[src/rtl/ball_link_pkg.sv]
// rtl/ball_link_pkg.sv - shared state type and packet layout for the two-board ball link
package ball_link_pkg;

    typedef enum logic [2:0] {
        IDLE,
        START,
        BIT,
        ACK,
        STOP,
        DONE
    } tx_state_t;

    localparam int PKT_BYTES = 7;

    // Byte positions on the wire; indices 2..6 line up with the slave's register map
    localparam int BYTE_ADDR  = 0;
    localparam int BYTE_PTR   = 1;
    localparam int BYTE_Y_HI  = 2;
    localparam int BYTE_Y_LO  = 3;
    localparam int BYTE_VY    = 4;
    localparam int BYTE_GRAV  = 5;
    localparam int BYTE_SPEED = 6;

endpackage

[src/rtl/i2c_quarter_tick.sv]
// rtl/i2c_quarter_tick.sv - SCL quarter-period timer, one-cycle tick at terminal count
module i2c_quarter_tick #(
    parameter int CLK_DIV = 63
) (
    input  logic clk_25MHZ,
    input  logic reset,
    input  logic clear,
    output logic tick
);

    localparam int CW = (CLK_DIV > 1) ? $clog2(CLK_DIV) : 1;
    localparam logic [CW-1:0] TERM = CW'(CLK_DIV - 1);

    logic [CW-1:0] cnt;

    always_ff @(posedge clk_25MHZ or posedge reset) begin
        if (reset) begin
            cnt <= '0;
        end else if (clear || cnt == TERM) begin
            cnt <= '0;
        end else begin
            cnt <= cnt + CW'(1);
        end
    end

    assign tick = !clear && (cnt == TERM);

endmodule

[src/rtl/ball_tx_i2c_master.sv]
// rtl/ball_tx_i2c_master.sv - captures ball state and writes it to the peer board over I2C (option: RETRY_ON_NACK_EN)
module ball_tx_i2c_master
    import ball_link_pkg::*;
#(
    parameter logic [6:0] SLAVE_ADDR = 7'h42,
    parameter int         CLK_DIV    = 63,
    parameter logic [7:0] REG_PTR    = 8'h00,
    parameter int         MAX_RETRY  = 3
) (
    input  logic       clk_25MHZ,
    input  logic       reset,
    input  logic       ball_send_trigger,
    input  logic [9:0] ball_y,
    input  logic [7:0] ball_vy,
    input  logic [1:0] gravity_counter,
    input  logic       ball_speed_fast,
    output logic       is_i2c_master_done,
    output logic       busy,
    output logic       nack_error,
    output logic       scl_oe,
    output logic       sda_oe,
    input  logic       sda_i
);

    tx_state_t  state, state_n;
    logic [1:0] qtr, qtr_n;
    logic [2:0] bit_idx, bit_idx_n;
    logic [2:0] byte_idx, byte_idx_n;
    logic       nack_seen, nack_seen_n;
    logic       nack_error_n;
    logic       trig_d;
    logic [1:0] sda_sync;
    logic       capture;
    logic       tick;
    logic       last_attempt;
    logic       cur_bit;
    logic [7:0] pkt [PKT_BYTES];

`ifdef RETRY_ON_NACK_EN
    localparam int RW = (MAX_RETRY > 0) ? $clog2(MAX_RETRY + 1) : 1;
    localparam logic [RW-1:0] RETRY_LAST = RW'(MAX_RETRY);
    logic [RW-1:0] retry_cnt, retry_n;
    assign last_attempt = (retry_cnt == RETRY_LAST);
`else
    // Retry limit only matters when retries are compiled in
    logic unused_retry_cfg;
    assign unused_retry_cfg = (MAX_RETRY != 0);
    assign last_attempt = 1'b1;
`endif

    i2c_quarter_tick #(.CLK_DIV(CLK_DIV)) u_tick (
        .clk_25MHZ (clk_25MHZ),
        .reset     (reset),
        .clear     (state == IDLE || state == DONE),
        .tick      (tick)
    );

    assign cur_bit = pkt[byte_idx][bit_idx];

    always_comb begin
        state_n      = state;
        qtr_n        = qtr;
        bit_idx_n    = bit_idx;
        byte_idx_n   = byte_idx;
        nack_seen_n  = nack_seen;
        nack_error_n = nack_error;
        capture      = 1'b0;
        scl_oe       = 1'b0;
        sda_oe       = 1'b0;
`ifdef RETRY_ON_NACK_EN
        retry_n      = retry_cnt;
`endif
        unique case (state)
            IDLE: begin
                if (ball_send_trigger && !trig_d) begin
                    capture      = 1'b1;
                    state_n      = START;
                    qtr_n        = 2'd0;
                    byte_idx_n   = 3'd0;
                    nack_seen_n  = 1'b0;
                    nack_error_n = 1'b0;
`ifdef RETRY_ON_NACK_EN
                    retry_n      = '0;
`endif
                end
            end
            START: begin
                sda_oe = 1'b1;
                scl_oe = qtr[0];
                if (tick) begin
                    if (qtr == 2'd1) begin
                        state_n   = BIT;
                        qtr_n     = 2'd0;
                        bit_idx_n = 3'd7;
                    end else begin
                        qtr_n = qtr + 2'd1;
                    end
                end
            end
            BIT: begin
                scl_oe = !qtr[1];
                sda_oe = !cur_bit;
                if (tick) begin
                    qtr_n = qtr + 2'd1;
                    if (qtr == 2'd3) begin
                        if (bit_idx == 3'd0) state_n = ACK;
                        else bit_idx_n = bit_idx - 3'd1;
                    end
                end
            end
            ACK: begin
                scl_oe = !qtr[1];
                if (tick) begin
                    qtr_n = qtr + 2'd1;
                    if (qtr == 2'd2) nack_seen_n = sda_sync[1];
                    if (qtr == 2'd3) begin
                        if (nack_seen) begin
                            state_n = STOP;
                            if (last_attempt) nack_error_n = 1'b1;
                        end else if (byte_idx == 3'(PKT_BYTES - 1)) begin
                            state_n = STOP;
                        end else begin
                            state_n    = BIT;
                            byte_idx_n = byte_idx + 3'd1;
                            bit_idx_n  = 3'd7;
                        end
                    end
                end
            end
            STOP: begin
                scl_oe = (qtr == 2'd0);
                sda_oe = (qtr != 2'd2);
                if (tick) begin
                    if (qtr == 2'd2) begin
                        qtr_n   = 2'd0;
                        state_n = DONE;
`ifdef RETRY_ON_NACK_EN
                        if (nack_seen && !last_attempt) begin
                            state_n     = START;
                            retry_n     = retry_cnt + RW'(1);
                            byte_idx_n  = 3'd0;
                            nack_seen_n = 1'b0;
                        end
`endif
                    end else begin
                        qtr_n = qtr + 2'd1;
                    end
                end
            end
            DONE:    state_n = IDLE;
            default: state_n = IDLE;
        endcase
    end

    // trig_d resets high so a trigger held across reset is not seen as a new edge
    always_ff @(posedge clk_25MHZ or posedge reset) begin
        if (reset) begin
            state      <= IDLE;
            qtr        <= 2'd0;
            bit_idx    <= 3'd7;
            byte_idx   <= 3'd0;
            nack_seen  <= 1'b0;
            nack_error <= 1'b0;
            trig_d     <= 1'b1;
            sda_sync   <= 2'b11;
`ifdef RETRY_ON_NACK_EN
            retry_cnt  <= '0;
`endif
        end else begin
            state      <= state_n;
            qtr        <= qtr_n;
            bit_idx    <= bit_idx_n;
            byte_idx   <= byte_idx_n;
            nack_seen  <= nack_seen_n;
            nack_error <= nack_error_n;
            trig_d     <= ball_send_trigger;
            sda_sync   <= {sda_sync[0], sda_i};
`ifdef RETRY_ON_NACK_EN
            retry_cnt  <= retry_n;
`endif
        end
    end

    always_ff @(posedge clk_25MHZ) begin
        if (capture) begin
            pkt[BYTE_ADDR]  <= {SLAVE_ADDR, 1'b0};
            pkt[BYTE_PTR]   <= REG_PTR;
            pkt[BYTE_Y_HI]  <= {ball_y[9:8], 6'b0};
            pkt[BYTE_Y_LO]  <= ball_y[7:0];
            pkt[BYTE_VY]    <= ball_vy;
            pkt[BYTE_GRAV]  <= {6'b0, gravity_counter};
            pkt[BYTE_SPEED] <= {7'b0, ball_speed_fast};
        end
    end

    assign is_i2c_master_done = (state == DONE);
    assign busy               = (state != IDLE) && (state != DONE);

endmodule
[config.mk]
export PLATFORM = sky130hd
export DESIGN_NAME = ball_tx_i2c_master
export DESIGN_NICKNAME = d
export VERILOG_FILES = /design/src/rtl/ball_link_pkg.sv /design/src/rtl/i2c_quarter_tick.sv /design/src/rtl/ball_tx_i2c_master.sv
export SDC_FILE = /design/constraint.sdc
export NUM_CORES = 1
export LEC_CHECK = 0
export CAP_MARGIN = 5
export CELL_PAD_IN_SITES_DETAIL_PLACEMENT = 2
export CELL_PAD_IN_SITES_GLOBAL_PLACEMENT = 2
export CORE_MARGIN = 2
export CORE_UTILIZATION = 37
export CTS_BUF_LIST = sky130_fd_sc_hd__clkbuf_4
export DETAILED_ROUTE_END_ITERATION = 10
export GPL_TIMING_DRIVEN = 1
export PLACE_DENSITY_LB_ADDON = 0.2
export SLEW_MARGIN = 25
export SYNTH_ARGS = -nofsm -noshare
export SYNTH_HDL_FRONTEND = slang
export SYNTH_SLANG_ARGS = --single-unit
[constraint.sdc]
create_clock -name clk_25MHZ -period 3 [get_ports clk_25MHZ]
set_input_delay 0.3 -clock clk_25MHZ [delete_from_list [all_inputs] [get_ports clk_25MHZ]]
set_output_delay 0.3 -clock clk_25MHZ [all_outputs]
set_load 0.02 [all_outputs]
==> metrics.md <==
| Metric | Value |
|---|---|
| Top area cells in the synthesized netlist | `edfxtp_1 28%, dfrtp_1 18%, dfstp_2 7.0%, ha_1 6.6%, nor2_1 3.1%` |
| Post-Synth XOR/XNOR Area | `0.0155` |
| Pint | `0.738 mW` |
| Synthesized area per cell | `10.9 um2` |
| Total CTS buffers | `5` |
| Core Area | `5920 um2` |
| Run status | `complete, no violations` |
| Met1 Usage GRT | `0.256` |
| Post-layout nets | `279` |
| Cell Area, Synth | `2260 um2` |
| Setup crit start kind | `flop` |
| Seq/Total Area, Yosys | `0.525` |
| GP Congestion | `0.845` |
| Crit share post-route | `0.941` |
| CTS tree | `built` |
| Setup TNS | `0 ns` |
| Main combinational cell family by area after synthesis | `simple AND/OR/NAND/NOR gates` |
| Worst VDD drop | `0.232 mV` |
| WP data required | `2.70 ns` |
| M2 GR Usage | `0.270` |
| Antenna violations before repair | `0` |
| H-tree levels | `2` |
| Wire per inst | `17.0 um` |
| Mapped Cells | `207` |
| Synth Area in Simple Gates | `0.176` |
| Crit-path cells | `inv_1 > ha_1 > or2_2 > o22ai_1 > or3_1 > nor3_1 > nor3_1 > dlygate4sd2_1` |
| Slew HR | `0.403` |
| Pleak | `0.991 nW` |
| WP data arrival | `2.52 ns` |
| Primary FF master, synth | `edfxtp_1` |
| Die width | `82.2 um` |
| Flop pwr share | `0.655` |
| Detailed-route via count | `1721` |
| Most frequent cell after synthesis | `edfxtp_1` |
| Worst clock skew | `0.0113 ns` |
| Compound-Gate Fraction of Synth Area | `0.156` |
| Final Cell Area | `2700 um2` |
| Num rows | `28` |
| Area grow syn2layout | `19.3%` |
| DRT Pass-1 Iters | `4` |
| Placement Cell Area | `2650 um2` |
| Fin. Hold Viols | `0` |
| DRT iter0 DRCs | `64` |
| Die height | `82.2 um` |
| CP dominant cell by count | `nor3_1` |
| Initial Util | `0.383` |
| Crit. End Element | `primary output` |
| Largest net degree at the start of global routing | `23` |
| Endpoints failing setup | `0` |
| Mapped Nets | `244` |
| Post-synth EDFFs | `21` |
| PortBufs | `29` |
| Worst skew pair latency | `0.36 ns` |
| P_sw | `0.214 mW` |
| CP peak stage delay | `0.46 ns` |
| RSZ-0062 raised after global routing | `false` |
| Ys async rst share | `0.512` |
| Worst-path fanout max | `6` |
| GRT Total Usage | `0.178` |
| Fmax | `0.354 GHz` |
| Worst-path clk slew | `0.14 ns` |
| Die ar. | `6760 um2` |
| Mux cell area share after synthesis | `0.0271` |
| WL final | `5.41 mm` |
| Logic gate share of total power | `0.041` |
| Util after Layout | `0.456` |
| First-pass GRT wire length | `8.92 mm` |
| Vias/cell | `5.41` |
| Gr ovfl total | `0` |
| Layout cells sized above 1 | `0.123` |
| Yosys reg bits | `43` |
| Max-slew violation count | `0` |
| Deepest clock path buffer count | `2` |
| Sw Share | `0.225` |
| Max-cap check violation count | `0` |
| Synth area leader | `edfxtp_1` |
| Ant diodes | `0` |
| Vias in the first global route | `1730` |
| CTS root buf | `clkbuf_4` |
| Slowest CP cell | `dfrtp_1` |
| Post-DP HPWL | `4.06 mm` |
| Crit Path Class | `reg -> out` |
| PwrDens | `352 nW/um2` |
| Top cells by count, synth | `21 x edfxtp_1, 19 x nor2_1, 16 x dfrtp_1` |
| Sink Count | `43` |
| IO Pins | `30` |
| Netlist cell types | `52` |
| Top Usage Layer GRT | `met2` |
| Clk pwr share | `0.304` |
| Worst slew pin tran | `0.894 ns` |
| Min Clock Period, post-route | `2.82 ns` |
| Met3 Resource Use GR | `0.0391` |
| Synth Area in Adders | `0.0663` |
| Post-DRT Antenna Nets | `0` |
| Hold crit path type | `in -> reg` |
| Post-synth top area share | `0.278` |
| # DRC | `0` |
| Syn. warnings | `0` |
## power by group through the flow
stage               Combinational (mW)  Sequential, mW  Clock [mW]
floorplan                      0.00536           0.636           0
global placement                0.0384           0.636           0
detailed placement              0.0397           0.636           0
CTS                             0.0397           0.624       0.304
global route                    0.0420           0.624       0.328
finish                          0.0388           0.624       0.289
## worst paths after layout
kind	startpoint	end	slack, ns	depth (start not counted)
max	qtr[0]$_DFFE_PP0P_	sda_oe	0.18	8
min	sda_i	sda_sync[0]$_DFF_PP1_	0.33	1
max reg2reg	byte_idx[0]$_DFFE_PP0P_	bit_idx[2]$_DFFE_PP1P_	0.91	7
min reg2reg	sda_sync[0]$_DFF_PP1_	sda_sync[1]$_DFF_PP1_	0.37	0
max in group asynchronous	reset	byte_idx[2]$_DFFE_PP0P_	2.03	2
min in group asynchronous	reset	u_tick.cnt[5]$_DFF_PP0_	0.42	2
## registers in the layout (all words and copies together) (netlist names)
| name | count |
|---|---|
| sda_sync | 2 |
| trig_d | 1 |
| pkt | 21 |
| state | 3 |
| u_tick.cnt | 6 |
| byte_idx | 3 |
| nack_error | 1 |
| qtr | 2 |
| bit_idx | 3 |
| nack_seen | 1 |
## layout by cell type, fill, tap and decap left out, types with 6 or more instances in the layout
cell	synthesis	layout
a21oi_1	11	11
a31oi_1	9	9
clkdlybuf4s50_1	0	28
dfrtp_1	16	16
dfstp_2	6	6
edfxtp_1	21	21
ha_1	12	12
inv_1	11	11
nand2_1	9	9
nand2b_1	7	7
nand3_1	7	7
nor2_1	19	19
o21ai_0	12	12
## final cells by class
type / instances / area (um2)
multi-input cells: 147 / 998
clock inverters: 3 / 15.0
inverters: 11 / 41.3
clock buffers: 5 / 37.5
fillers: 635 / 3220
repair buffers: 34 / 327
flip-flops and latches: 43 / 1190
well taps: 75 / 93.8
## kinds of logic after synthesis
family / after synthesis
flip-flops: 43
AO/OA/AOI/OAI: 54
multiplexers: 6
buffers and inverters: 17
AND/OR/NAND/NOR: 71
adder cells (fa/ha/maj): 12
XOR/XNOR: 4
## metal layers
metal / vias up / share of wire / wire length, um
met4: 0 / 0.0074 / 40
li1: 828 / - / -
met1: 863 / 0.50 / 2730
met5: - / 0 / 0
met3: 5 / 0.031 / 166
met2: 25 / 0.46 / 2480
## worst max-delay path: cells and delay by family, from the launching register on
kind	cells	cell delay, ns
DFF	1	0.46
adders and majority gates	1	0.27
and+or+nand+nor	4	0.71
buffers and inverters	2	0.51
AOI/OAI and AO/OA	1	0.21
## repair_timing
action	CTS	global route
gates resized for setup	1	0
setup buffers	0	0
hold buffers	0	0
setup endpoints to repair	1	0
## through the flow
step / setup slack, ns / instances / hold slack, ns / power, mW
5_1_grt: 0.0119 / 318 / 0.300 / 0.994
2_1_floorplan: 0.862 / 207 / 0.285 / 0.641
4_1_cts: 0.120 / 318 / 0.310 / 0.967
3_3_place_gp: 0.372 / 310 / 0.346 / 0.674
6_report: 0.178 / 318 / 0.331 / 0.952
3_5_place_dp: 0.255 / 310 / 0.353 / 0.675
No activity file was read; power rests on OpenSTA's default activity.
